### src/rtl/n_to_one_stream_mux_if.sv
// Handshake bundle for n_to_one_stream_mux: NUM_CH producer channels in, one consumer out.
// The slave modport is the mux side; the master modport is the producer/consumer side.
interface n_to_one_stream_mux_if #(
    parameter int unsigned WIDTH  = 8,
    parameter int unsigned NUM_CH = 4,
    parameter int unsigned SEL_W  = 2
) ();
    logic [NUM_CH*WIDTH-1:0] in_data;
    logic [NUM_CH-1:0]       in_valid;
    logic [NUM_CH-1:0]       in_ready;
    logic [SEL_W-1:0]        sel;
    logic                    rr_mode;
    logic [WIDTH-1:0]        out_data;
    logic [SEL_W-1:0]        out_ch;
    logic                    out_valid;
    logic                    out_ready;

    modport slave (
        input  in_data, in_valid, sel, rr_mode, out_ready,
        output in_ready, out_data, out_ch, out_valid
    );

    modport master (
        output in_data, in_valid, sel, rr_mode, out_ready,
        input  in_ready, out_data, out_ch, out_valid
    );
endinterface

### src/rtl/n_to_one_stream_mux.sv
// N:1 valid/ready stream mux with a one-entry output register.
// Channel chosen by sel (direct mode) or by round-robin starting after the last RR grant.
// Optional transfer counter enabled by defining N_TO_ONE_STREAM_MUX_XFER_CNT_EN.
module n_to_one_stream_mux #(
    parameter int unsigned WIDTH  = 8,
    parameter int unsigned NUM_CH = 4,
    parameter int unsigned SEL_W  = 2
) (
    input  logic                 clk,
    input  logic                 rst_n,
`ifdef N_TO_ONE_STREAM_MUX_XFER_CNT_EN
    input  logic                 clr_count,
    output logic [15:0]          xfer_count,
`endif
    n_to_one_stream_mux_if.slave bus
);
    localparam logic [SEL_W:0]   NumChExt = (SEL_W + 1)'(NUM_CH);
    localparam logic [SEL_W-1:0] LastCh   = SEL_W'(NUM_CH - 1);

    logic [WIDTH-1:0]  out_data_q;
    logic [SEL_W-1:0]  out_ch_q;
    logic              out_valid_q;
    logic [SEL_W-1:0]  last_grant_q;

    logic              can_load;
    logic              grant_ok;
    logic [SEL_W-1:0]  grant;
    logic [SEL_W-1:0]  cand;
    logic [WIDTH-1:0]  grant_data;
    logic [NUM_CH-1:0] ready;
    logic              xfer;

    assign can_load = !out_valid_q || bus.out_ready;

    // Grant decode: direct select, or first valid channel after last_grant with wrap.
    always_comb begin
        grant    = '0;
        grant_ok = 1'b0;
        cand     = '0;
        if (!bus.rr_mode) begin
            grant    = bus.sel;
            grant_ok = ({1'b0, bus.sel} < NumChExt);
        end else begin
            for (int unsigned k = 1; k <= NUM_CH; k++) begin
                cand = SEL_W'((32'(last_grant_q) + k) % NUM_CH);
                if (!grant_ok && bus.in_valid[cand]) begin
                    grant_ok = 1'b1;
                    grant    = cand;
                end
            end
        end
    end

    // One-hot ready and data select for the granted channel; ready held low in reset.
    always_comb begin
        ready      = '0;
        grant_data = '0;
        for (int unsigned i = 0; i < NUM_CH; i++) begin
            if (SEL_W'(i) == grant) begin
                grant_data = bus.in_data[i*WIDTH +: WIDTH];
                ready[i]   = rst_n && can_load && grant_ok;
            end
        end
    end

    assign xfer         = |(ready & bus.in_valid);
    assign bus.in_ready = ready;

    // Output register and RR state; direct-mode transfers leave last_grant alone.
    always_ff @(posedge clk or negedge rst_n) begin
        if (!rst_n) begin
            out_data_q   <= '0;
            out_ch_q     <= '0;
            out_valid_q  <= 1'b0;
            last_grant_q <= LastCh;
        end else begin
            if (xfer) begin
                out_data_q  <= grant_data;
                out_ch_q    <= grant;
                out_valid_q <= 1'b1;
            end else if (bus.out_ready) begin
                out_valid_q <= 1'b0;
            end
            if (xfer && bus.rr_mode) begin
                last_grant_q <= grant;
            end
        end
    end

    assign bus.out_data  = out_data_q;
    assign bus.out_ch    = out_ch_q;
    assign bus.out_valid = out_valid_q;

`ifdef N_TO_ONE_STREAM_MUX_XFER_CNT_EN
    logic [15:0] cnt_q;

    // Saturating transfer counter; clear wins over a same-cycle increment.
    always_ff @(posedge clk or negedge rst_n) begin
        if (!rst_n) begin
            cnt_q <= '0;
        end else if (clr_count) begin
            cnt_q <= '0;
        end else if (xfer && (cnt_q != 16'hFFFF)) begin
            cnt_q <= cnt_q + 16'd1;
        end
    end

    assign xfer_count = cnt_q;
`endif

endmodule

### src/flat_wrapper.sv
// flat-port wrapper written by rule: the top's interface ports become plain ports
module n_to_one_stream_mux_flat 
#(
    parameter int unsigned WIDTH  = 8,
    parameter int unsigned NUM_CH = 4,
    parameter int unsigned SEL_W  = 2
)
  (clk, rst_n, bus_in_data, bus_in_valid, bus_sel, bus_rr_mode, bus_out_ready, bus_in_ready, bus_out_data, bus_out_ch, bus_out_valid);
  n_to_one_stream_mux_if #(.WIDTH(WIDTH), .NUM_CH(NUM_CH), .SEL_W(SEL_W)) bus_i ();
  input  logic clk;
  input  logic rst_n;
  input wire logic [$bits(bus_i.in_data)-1:0] bus_in_data;
  input wire logic [$bits(bus_i.in_valid)-1:0] bus_in_valid;
  input wire logic [$bits(bus_i.sel)-1:0] bus_sel;
  input wire logic [$bits(bus_i.rr_mode)-1:0] bus_rr_mode;
  input wire logic [$bits(bus_i.out_ready)-1:0] bus_out_ready;
  output wire logic [$bits(bus_i.in_ready)-1:0] bus_in_ready;
  output wire logic [$bits(bus_i.out_data)-1:0] bus_out_data;
  output wire logic [$bits(bus_i.out_ch)-1:0] bus_out_ch;
  output wire logic [$bits(bus_i.out_valid)-1:0] bus_out_valid;
  assign bus_i.in_data = bus_in_data;
  assign bus_i.in_valid = bus_in_valid;
  assign bus_i.sel = bus_sel;
  assign bus_i.rr_mode = bus_rr_mode;
  assign bus_i.out_ready = bus_out_ready;
  assign bus_in_ready = bus_i.in_ready;
  assign bus_out_data = bus_i.out_data;
  assign bus_out_ch = bus_i.out_ch;
  assign bus_out_valid = bus_i.out_valid;
  n_to_one_stream_mux #(.WIDTH(WIDTH), .NUM_CH(NUM_CH), .SEL_W(SEL_W)) u_core (.clk(clk), .rst_n(rst_n), .bus(bus_i));
endmodule
### config.mk
export PLATFORM = sky130hd
export DESIGN_NAME = n_to_one_stream_mux_flat
export DESIGN_NICKNAME = d
export VERILOG_FILES = /design/src/rtl/n_to_one_stream_mux_if.sv /design/src/rtl/n_to_one_stream_mux.sv /design/src/flat_wrapper.sv
export SDC_FILE = /design/constraint.sdc
export NUM_CORES = 1
export LEC_CHECK = 0
export CAP_MARGIN = 20
export CELL_PAD_IN_SITES_DETAIL_PLACEMENT = 1
export CELL_PAD_IN_SITES_GLOBAL_PLACEMENT = 1
export CORE_MARGIN = 8
export CORE_UTILIZATION = 30
export CTS_CLUSTER_DIAMETER = 30
export DETAILED_ROUTE_END_ITERATION = 10
export PLACE_DENSITY = 0.84
export SLEW_MARGIN = 15
export SYNTH_ARGS = -nofsm -noshare
export SYNTH_HDL_FRONTEND = slang
export SYNTH_SLANG_ARGS = --single-unit
### constraint.sdc
create_clock -name clk -period 3.2 [get_ports clk]
set_clock_uncertainty 0.2 [all_clocks]
set_input_delay 0.32 -clock clk [delete_from_list [all_inputs] [get_ports clk]]
set_output_delay 0.32 -clock clk [all_outputs]
set_load 0.01 [all_outputs]
==> results_dict.tcl <==
set metrics [dict create \
    status "finished clean" \
    pwr-share-clk 0.121 \
    drt_iter0_drc 43 \
    yosysTopAreaCellShare 0.239 \
    antenna_found_initial 0 \
    wl_mm 4.37 \
    gp_congestion 0.849 \
    maxSlewHeadroom 0.644 \
    syn_avg_cell_area_um2 11.4 \
    whs_ps 233 \
    rsz0062_at_grt "no" \
    cts_tree "yes" \
    slowest_stage "dfstp_2" \
    yosys_warnings 0 \
    ir_drop_mv 0.201 \
    vias 1105 \
    drc 0 \
    grt_pass1_wl_mm 6.97 \
    pwr-share-seq 0.272 \
    antenna_left 0 \
    syn_nets 143 \
    synth-simple-area-share 0.185 \
    power_density_mw_per_mm2 677 \
    dieArea_mm2 0.00607 \
    busiest_layer "met2" \
    synth_adder_area_share 0 \
    cp-end-kind "output pin" \
    crit_family "flip-flops" \
    fin_tns_setup_ps 0 \
    ys_seq_area_frac 0.285 \
    io_pins 57 \
    syn_area_mm2 0.00115 \
    intPower_uw 801 \
    placed_area_mm2 0.00179 \
    cts_buffer_depth 2 \
    hold_path.class "primary input to asynchronous set/reset pin" \
    synth_xor_xnor_area_share 0 \
    core_mm2 0.00366 \
    port_buffers 56 \
    path_class "register to output pin" \
    maxCapViolations 0 \
    period_share 0.950 \
    start_util 0.314 \
    synth_top_family_by_area "multiplexers" \
    ys_seq_elements 13 \
    num_antenna_cells 0 \
    path_clk_slew_ps 60 \
    clock_latency_ps 240 \
    use_met3 0.0369 \
    cp.arrival_ps 2520 \
    p_comb_frac 0.607 \
    rows 22 \
    drive_above_1_share 0.256 \
    hpwl_mm 3.65 \
    wl_per_cell_um 20.6 \
    instances_no_fill 212 \
    routed_via_density 5.21 \
    groute.usage.overall 0.147 \
    slew_violations 0 \
    worst-path-buf-inv 1 \
    grt_max_degree 14 \
    yosysTopAreaCell "dfrtp_1" \
    post-route-util 0.505 \
    p_leak_nw 0.759 \
    synth.distinct_cells 38 \
    power_mw 1.25 \
    clock-sinks 13 \
    clock-root-buffer "clkbuf_8" \
    crit_required_ps 2680 \
    overflow 0 \
    htreeDepth 1 \
    postLayoutSetupSlackWorst_ps 159 \
    nets 207 \
    max_freq_mhz 329 \
    synth_compound_area_frac 0.177 \
    swShare 0.359 \
    placedCellCount 208 \
    period_minus_slack_ps 3040 \
    worstMarginPinSlew_ps 531 \
    grt_pass1_vias 1179 \
    crit_chain "and3b_2 -> a2111oi_4 -> o32a_1 -> nand2_1 -> nor2_1 -> clkdlybuf4s50_1" \
    switchingPower_uw 449 \
    die_y_um 77.9 \
    cpPeakStageDelay_ps 660 \
    fp.dieW_um 77.9 \
    startpoint_type "register" \
    worstPathMaxFanout 12 \
    grtUsageMet2 0.249 \
    post-place-ws_ps 46.7 \
    cts_buffers 3 \
    setup_viol_count_final 0 \
    synthMuxAreaShare 0.301 \
    postSynthCellCount 101 \
    hold_viol 0 \
    post_cts_buffers 0 \
    gr-usage-met1 0.176 \
    dr.pass1.iters 4 \
    final_area_mm2 0.00185 \
    area_growth_pct 60.7 \
    synth.area.top_cells "dfrtp_1 24%, mux4_2 16%, mux2_4 12%, dfstp_2 4.6%, nand2_1 3.3%" \
]
## final cells by class
class                      count  area (um2)
timing repair buffer          64         626
clock buffer                   4        45.0
sequential                    13         328
tap                           48        60.1
fill                         408        1810
inverter                       4        15.0
multi-input combinational     79         774
## logic make-up (layout without fill, tap and decap cells)
| kind of cell | Yosys count | in the layout |
|---|---|---|
| simple gates | 38 | 38 |
| compound gates | 21 | 21 |
| mux | 20 | 20 |
| flops | 13 | 13 |
| buf+inv | 9 | 72 |
## state kept, by name (all words and copies together) (netlist names)
signal / cells
u_core.bus.out_valid: 1
u_core.last_grant_q: 2
u_core.bus.out_data: 8
u_core.bus.out_ch: 2
## worst paths after layout
check / endpoint / slack, ps / depth (start not counted) / startpoint
setup / recovery: bus_in_ready[0] / 160 / 6 / u_core.last_grant_q[0]
hold / removal: u_core.bus.out_data[1] / 230 / 2 / rst_n
setup reg to reg: u_core.bus.out_data[6] / 460 / 6 / u_core.last_grant_q[0]
hold reg to reg: u_core.bus.out_data[5] / 310 / 1 / u_core.bus.out_data[5]
max in group asynchronous: u_core.last_grant_q[1] / 2330 / 2 / rst_n
min in group clk: u_core.bus.out_data[5] / 310 / 1 / u_core.bus.out_data[5]
## repair_timing
| item | 4_1_cts | 5_1_grt |
|---|---|---|
| gates resized for setup | 0 | 3 |
| setup endpoints to repair | 0 | 2 |
| hold buffers | 0 | 0 |
## cells in the mapped netlist
cell       count
a2111oi_4      1
a211o_1        1
a211oi_1       1
a21oi_1        3
a21oi_2        1
a22o_1         1
a31oi_1        1
a32oi_1        1
a41oi_1        1
and3_4         1
and3b_2        1
and3b_4        1
buf_2          2
buf_6          3
dfrtp_1       11
dfstp_2        2
inv_1          4
mux2_2         1
mux2_4         9
mux2i_1        2
mux4_2         8
nand2_1       10
nand2b_1       5
nand2b_2       1
nand3_1        3
nor2_1         8
nor2b_1        3
nor3_1         1
nor3b_1        1
nor3b_2        1
o211ai_1       1
o211ai_4       1
o21ai_0        4
o2bb2ai_1      1
o31a_1         1
o32a_1         1
o32ai_4        1
or3_1          2
## metal layers
metal / up-vias / share of wire
li1: 510 / -
met1: 551 / 0.41
met2: 38 / 0.51
met3: 6 / 0.059
met4: 0 / 0.019
met5: - / 0
## power by group through the flow
stage                     combinational, mW  sequential (mW)  clock (mW)
after floorplan                       0.441            0.332           0
after global placement                0.735            0.336           0
after detailed placement              0.765            0.340           0
after CTS                             0.767            0.338       0.155
final                                 0.759            0.340       0.151
after global routing                  0.817            0.350       0.163
## cell usage in the layout (no fill, tap or decap), types with 4 or more instances in the layout
cell             instances
buf_4                    8
clkdlybuf4s50_1         54
dfrtp_1                 11
inv_1                    4
mux2_4                   9
mux4_2                   8
nand2_1                 10
nand2b_1                 5
nor2_1                   8
o21ai_0                  4
No activity file was read; power rests on OpenSTA's default activity.
